### src/rtl/logic_unit_pipe_pkg.sv
// Opcode encoding shared by the logic unit and the blocks that drive it.
package logic_unit_pipe_pkg;

    localparam int OP_W = 2;

    typedef enum logic [OP_W-1:0] {
        OP_AND  = 2'b00,
        OP_OR   = 2'b01,
        OP_XOR  = 2'b10,
        OP_XNOR = 2'b11
    } op_e;

endpackage

### src/rtl/elastic_reg_stage.sv
// One valid/ready/data register slice: loads whenever it is empty or its
// downstream is taking the current token, otherwise holds.
module elastic_reg_stage #(
    parameter int unsigned DATA_TYPE = 32
) (
    input  logic                 clk,
    input  logic                 rst,
    input  logic [DATA_TYPE-1:0] data_i,
    input  logic                 valid_i,
    output logic                 ready_o,
    output logic [DATA_TYPE-1:0] data_o,
    output logic                 valid_o,
    input  logic                 ready_i
);

    logic                 valid_q, valid_d;
    logic [DATA_TYPE-1:0] data_q,  data_d;

    assign ready_o = ~valid_q | ready_i;

    always_comb begin
        valid_d = valid_q;
        data_d  = data_q;
        if (ready_o) begin
            valid_d = valid_i;
            data_d  = data_i;
        end
    end

    // NOTE: state uses non-blocking assignments so every stage samples its neighbour's pre-edge value.
    always_ff @(posedge clk) begin
        if (rst) begin
            valid_q <= 1'b0;
            // NOTE: the data register is reset as well so result reads 0 after reset, not stale data.
            data_q  <= '0;
        end else begin
            valid_q <= valid_d;
            data_q  <= data_d;
        end
    end

    assign data_o  = data_q;
    assign valid_o = valid_q;

endmodule

### src/rtl/join_type.sv
// N-way elastic join: the output is valid only when every input is valid, and
// each input is told ready only when all of its siblings are valid.
module join_type #(
    parameter int unsigned SIZE = 3
) (
    input  logic [SIZE-1:0] ins_valid_i,
    input  logic            outs_ready_i,
    output logic [SIZE-1:0] ins_ready_o,
    output logic            outs_valid_o
);

    assign outs_valid_o = &ins_valid_i;

    for (genvar i = 0; i < SIZE; i++) begin : g_ready
        logic [SIZE-1:0] others;

        // NOTE: every bit of others gets a default before the override, so no latch is inferred.
        always_comb begin
            others    = ins_valid_i;
            others[i] = 1'b1;
        end

        // Own valid is masked out, so there is no valid-to-own-ready path.
        assign ins_ready_o[i] = outs_ready_i & (&others);
    end

endmodule

### src/rtl/logic_unit_pipe.sv
// Elastic AND/OR/XOR/XNOR unit: joins lhs, rhs and op channels, then carries the
// result through LATENCY stallable register stages (0 = combinational).
module logic_unit_pipe
    import logic_unit_pipe_pkg::*;
#(
    parameter int unsigned DATA_TYPE = 32,
    parameter int unsigned LATENCY   = 1
) (
    input  logic                 clk,
    input  logic                 rst,
    input  logic [DATA_TYPE-1:0] lhs,
    input  logic                 lhs_valid,
    output logic                 lhs_ready,
    input  logic [DATA_TYPE-1:0] rhs,
    input  logic                 rhs_valid,
    output logic                 rhs_ready,
    input  logic [OP_W-1:0]      op,
    input  logic                 op_valid,
    output logic                 op_ready,
    output logic [DATA_TYPE-1:0] result,
    output logic                 result_valid,
    input  logic                 result_ready
);

    logic                 in_valid;
    logic                 s0_ready;
    logic [2:0]           join_ready;
    logic [DATA_TYPE-1:0] op_data;

    join_type #(
        .SIZE (3)
    ) u_join (
        .ins_valid_i  ({op_valid, rhs_valid, lhs_valid}),
        .outs_ready_i (s0_ready),
        .ins_ready_o  (join_ready),
        .outs_valid_o (in_valid)
    );

    assign lhs_ready = join_ready[0];
    assign rhs_ready = join_ready[1];
    assign op_ready  = join_ready[2];

    always_comb begin
        op_data = '0;
        case (op_e'(op))
            OP_AND:  op_data = lhs & rhs;
            OP_OR:   op_data = lhs | rhs;
            OP_XOR:  op_data = lhs ^ rhs;
            OP_XNOR: op_data = ~(lhs ^ rhs);
        endcase
    end

    if (LATENCY == 0) begin : g_comb
        assign result       = op_data;
        assign result_valid = in_valid;
        assign s0_ready     = result_ready;
    end else begin : g_pipe
        logic [LATENCY:0]                pipe_valid;
        logic [LATENCY:0][DATA_TYPE-1:0] pipe_data;

        assign pipe_valid[0] = in_valid;
        assign pipe_data[0]  = op_data;

        for (genvar k = 0; k < LATENCY; k++) begin : g_stage
            logic rdy_in;
            logic rdy_out;

            // Each link of the ready chain is its own net so the chain never loops through one vector.
            if (k == LATENCY - 1) begin : g_last
                assign rdy_in = result_ready;
            end else begin : g_mid
                assign rdy_in = g_stage[k+1].rdy_out;
            end

            elastic_reg_stage #(
                .DATA_TYPE (DATA_TYPE)
            ) u_stage (
                .clk     (clk),
                .rst     (rst),
                .data_i  (pipe_data[k]),
                .valid_i (pipe_valid[k]),
                .ready_o (rdy_out),
                .data_o  (pipe_data[k+1]),
                .valid_o (pipe_valid[k+1]),
                .ready_i (rdy_in)
            );
        end

        assign s0_ready     = g_stage[0].rdy_out;
        assign result       = pipe_data[LATENCY];
        assign result_valid = pipe_valid[LATENCY];
    end

endmodule

### config.mk
export PLATFORM = sky130hd
export DESIGN_NAME = logic_unit_pipe
export DESIGN_NICKNAME = d
export VERILOG_FILES = /design/src/rtl/logic_unit_pipe_pkg.sv /design/src/rtl/elastic_reg_stage.sv /design/src/rtl/join_type.sv /design/src/rtl/logic_unit_pipe.sv
export SDC_FILE = /design/constraint.sdc
export NUM_CORES = 1
export LEC_CHECK = 0
export CORE_UTILIZATION = 51
export CTS_CLUSTER_SIZE = 24
export DETAILED_ROUTE_END_ITERATION = 8
export PLACE_DENSITY = 0.92
export SLEW_MARGIN = 25
export SYNTH_ARGS = -nofsm -noshare
export SYNTH_HDL_FRONTEND = slang
export SYNTH_SLANG_ARGS = --single-unit
### constraint.sdc
create_clock -name clk -period 2.8 [get_ports clk]
set_input_delay 0.28 -clock clk [delete_from_list [all_inputs] [get_ports clk]]
set_output_delay 0.28 -clock clk [all_outputs]
set_load 0.005 [all_outputs]
; Word-level counts from Yosys, hierarchy flattened
; Cells that the tools add are included.
[word_totals]
rom_bits = 0
n_memories = 0
output_inout_bits = 36
in_bits = 72
mem_bits_rw = 0
elab_cells = 20
reg_bits = 33
latch_bits = 0
[op_classes]
multipliers = 0
n_shift = 0
bitwise = 9
div = 0
n_reduce_logical = 5
addsub = 0
eq_ne = 3
mux = 1
order_cmp = 0
[ops]
columns = operator, n
row1 = 32-bit case mux with 4 select lines, 1
row2 = 32-bit AND, 1
row3 = 32-bit NOT, 1
row4 = 32-bit bitwise OR, 1
row5 = 32-bit bitwise XOR, 1
row6 = 2-bit AND reduction, 3
row7 = 2-bit == test (second input constant), 2
row8 = 1-bit AND, 3
row9 = 3-bit AND reduction, 1
row10 = 2-bit by 1-bit == test with 1-bit output (second input constant), 1
row11 = 2-bit logical NOT, 1
row12 = 1-bit NOT, 1
row13 = 1-bit bitwise OR, 1

; Depth between registers and ports, before layout
[depth]
ltp_word = 3
mapped_depth = 5

; Cells and area by module
; A second synthesis with hierarchy kept.
[hier_totals]
cells_unflattened = 388
hier_area_um2 = 3923.8
[by_module_without_submodules]
columns = module, cells_each, area_per_inst_um2, instances
row1 = logic_unit_pipe, 235, 2260.9, 1
row2 = elastic_reg_stage, 149, 1637.8, 1
row3 = join_type, 4, 25.0, 1

; Worst setup path after synthesis
; Ideal clock, no wire load.
[synth_path]
path_type = reg-to-reg
from = register g_pipe.g_stage[0].u_stage.valid_q
to = register g_pipe.g_stage[0].u_stage.data_q[13]
t_arrival_ns = 1.103
stages_incl_launch_ff = 6
setup_slack_ns = 1.575
path_buffers = 2
cell_sequence = dfxtp_1 > nor2b_1 > buf_2 > buf_2 > a211oi_1 > a221o_1
[synth_via]
elab_chain_len = 2
[synth_rtl]
columns = element, line_no
row1 = "start, declared", elastic_reg_stage.sv:16  ; logic valid_q, valid_d;
row2 = "start signal, assigned", elastic_reg_stage.sv:37  ; valid_q <= valid_d;
row3 = 1-bit NOT, elastic_reg_stage.sv:19  ; assign ready_o = ~valid_q | ready_i;
row4 = 1-bit bitwise OR, elastic_reg_stage.sv:19
row5 = "end signal, assigned", elastic_reg_stage.sv:38  ; data_q <= data_d;
row6 = "end, declared", elastic_reg_stage.sv:17  ; logic [DATA_TYPE-1:0] data_q, data_d;
; Every way passes these cells.
; A chain may end at the register's enable or synchronous reset.

; Worst setup path in the final report
[layout_path]
from = input port result_ready
to = output port rhs_ready
[layout_via]
elab_chain_len = 2
[layout_rtl]
columns = element, line_no
row1 = "start, declared", logic_unit_pipe.sv:22  ; input logic result_ready
row2 = 1-bit bitwise OR, elastic_reg_stage.sv:19
row3 = 1-bit AND, join_type.sv:24  ; assign ins_ready_o[i] = outs_ready_i & (&others);
row4 = "end, declared", logic_unit_pipe.sv:16  ; output logic rhs_ready,
; Every way passes these cells.

==> metrics.md <==
| Metric | Value |
|---|---|
| Syn_area_per_cell | 9.11 um2 |
| DRC viols | 0 |
| Buf/Inv on CP | 2 |
| Final HPWL from detailed placement | 5.54 mm |
| Worst path cell trace | clkdlybuf4s50_1, nand2b_1, and3_1, clkdlybuf4s50_1 |
| Crit end category | output pin |
| Nets | 586 |
| FF/Latch Area | 661 um2 |
| Required @ worst endpoint | 2.52 ns |
| Vias post-DR | 2769 |
| Top_reg_cell synth | dfxtp_1 |
| CTS tree | yes |
| Critical path startpoint category | input pin |
| Post_cts resized | 0 |
| Cell variety after synth | 19 |
| Max-slew violations | 0 |
| Die Y | 81.7 um |
| I/O Buffers | 107 |
| Post-Synthesis Cells | 355 |
| Async S/R FF share, synth | 0% |
| Total gr overflow | 0 |
| DRT antenna net count | 0 |
| Global-route wire length before repair | 12.1 mm |
| Initial antenna violation count | 0 |
| Core ar. | 6030 um2 |
| Total power divided by cell area | 346 nW/um2 |
| Critical path data arrival time | 1.64 ns |
| GRT Total Usage | 23.3% |
| First-pass iteration count of the detailed router | 4 |
| Sum Neg Setup Slack | 0 ns |
| Crit-path max cell delay | 0.50 ns |
| Max-Cap Viols | 0 |
| Lkg Pwr | 2.08 nW |
| Yosys reg bits | 33 |
| Multi-input logic area | 2130 um2 |
| TritonCTS Buffers | 5 |
| Max Freq | 520 MHz |
| VDD IR max | 0.253 mV |
| Area added between synthesis and finish | 34.9% |
| Vias/cell | 5.26 |
| Hold Path Depth | 1 |
| Post-CTS setup buffers | 0 |
| Gp weighted congestion | 0.782 |
| Critical path fanouts, max | 5 |
| Antenna diodes | 0 |
| Final Hold Viols | 0 |
| Number of cells on the critical path | 4 |
| Num Clock Sinks | 33 |
| Vias in the first global route | 2769 |
| CTS clk-pin slew, worst paths | 0.07 ns |
| Post-synthesis sequential area ratio | 20.4% |
| DIE AREA | 6670 um2 |
| Yosys warning total | 0 |
| Clk buf depth | 2 |
| Critical path class | in -> out |
| Fillers | 452 |
| Drt initial violations | 99 |
| Worst slew margin | 51.4% |
| Status | complete, no violations |
| Hold Buf Count CTS | 0 |
| Worst slew pin tran | 0.729 ns |
| Final Cycle Share | 68.7% |
| Cell Area, Synth | 3240 um2 |
| Skew-Pair Late Insertion Delay | 0.29 ns |
| Clock skew | 0.00586 ns |
| Final setup fails | 0 |
| Delay-heaviest family, CP | buffers and inverters |
| Synth Net Count | 491 |
| Pin count of the biggest net entering global routing | 58 |
| Detailed Route WL | 7.51 mm |
| IO Count | 108 |
| Routed WL per cell | 14.3 um |
| CTS root buf | clkbuf_8 |
| Initial Utilization | 53.7% |
| CP most frequent cell | clkdlybuf4s50_1 |
| FF-to-FF path depth | 4 |
| # rows | 28 |
| Critical path's slowest cell | clkdlybuf4s50_1 |
| Htree depth | 2 |
| Post-route minimum period | 1.92 ns |
| Fraction of layout instances using a drive strength above 1 | 3.77% |
| Cell Area, Placed | 4250 um2 |
| Die span in x | 81.7 um |
| Post-synth EDFFs | 0 |
| Hold Path Class | reg -> reg |
| RSZ-0062 raised after global routing | no |
| Design area | 4370 um2 |
## metal layers
metal,up-vias,track usage (%),wire length [um]
met1,1300,26.4,3150
met2,91,43.2,3860
met3,6,4.78,422
li1,1372,-,-
met4,0,7.72,81
met5,-,0,0
## layout make-up
type	instances	share of cell area [%]
clock inverter	3	1.06
tap	75	2.15
inverter	64	5.50
clock buffer	5	1.58
sequential	33	15.1
multi-input combinational	234	48.7
timing repair buffer	112	25.9
## synth_stat cells, types with 3 or more instances
| cell type | instances | area (um2) |
|---|---|---|
| ha_1 | 64 | 801 |
| inv_1 | 64 | 240 |
| nand2b_1 | 57 | 357 |
| a211oi_1 | 32 | 240 |
| buf_2 | 14 | 70.1 |
| buf_6 | 4 | 45.0 |
| buf_12 | 4 | 80.1 |
| xor2_1 | 32 | 280 |
| or2b_1 | 8 | 60.1 |
| a221o_1 | 32 | 320 |
| and3_1 | 3 | 18.8 |
| dfxtp_1 | 33 | 661 |
## metrics by stage
step	hold WS (ns)	std cells	power [mW]	utilization, %	worst slack (ns)
final	0.489	526	1.51	72.4	0.877
after global placement	0.468	518	1.03	70.5	0.743
after global routing	0.503	526	1.60	72.4	0.803
after CTS	0.494	526	1.52	72.4	0.869
after detailed placement	0.476	518	1.06	70.5	0.737
after floorplan	0.349	355	0.808	-	1.57
## layout by cell type, fill, tap and decap left out, types with 2 or more instances in the layout
| master | count |
|---|---|
| a211oi_1 | 32 |
| a221o_1 | 32 |
| and3_1 | 3 |
| buf_12 | 2 |
| buf_4 | 3 |
| clkbuf_8 | 5 |
| clkdlybuf4s50_1 | 106 |
| dfxtp_1 | 33 |
| ha_1 | 64 |
| inv_1 | 64 |
| nand2b_1 | 57 |
| or2b_1 | 8 |
| xor2_1 | 32 |
## kinds of logic (layout without fill, tap and decap cells)
family | Yosys count | count (layout) | synth area share, %
fa+ha+maj | 64 | 64 | 24.7
flops | 33 | 33 | 20.4
buf+inv | 88 | 184 | 14.0
compound gates | 65 | 65 | 17.5
simple gates | 73 | 73 | 14.7
xor+xnor | 32 | 32 | 8.66
## final timing paths
| check | slack (ns) | from | endpoint |
|---|---|---|---|
| setup / recovery | 0.88 | result_ready | rhs_ready |
| hold / removal | 0.49 | g_pipe.g_stage[0].u_stage.data_o[26] | g_pipe.g_stage[0].u_stage.data_o[26] |
| setup reg to reg | 1.10 | g_pipe.g_stage[0].u_stage.valid_o | g_pipe.g_stage[0].u_stage.data_o[6] |
| hold reg to reg | 0.49 | g_pipe.g_stage[0].u_stage.data_o[26] | g_pipe.g_stage[0].u_stage.data_o[26] |
## registers in the layout, summed over array words and instances (netlist names)
| register | flops |
|---|---|
| g_pipe.g_stage.u_stage.data_o | 32 |
| g_pipe.g_stage.u_stage.valid_o | 1 |
## where the power goes
group | switching, mW | internal (mW) | total, mW
sequential | 0.0302 | 0.518 | 0.548
combinational | 0.199 | 0.304 | 0.503
clock | 0.193 | 0.266 | 0.459
(Power assumes the default switching activity.)
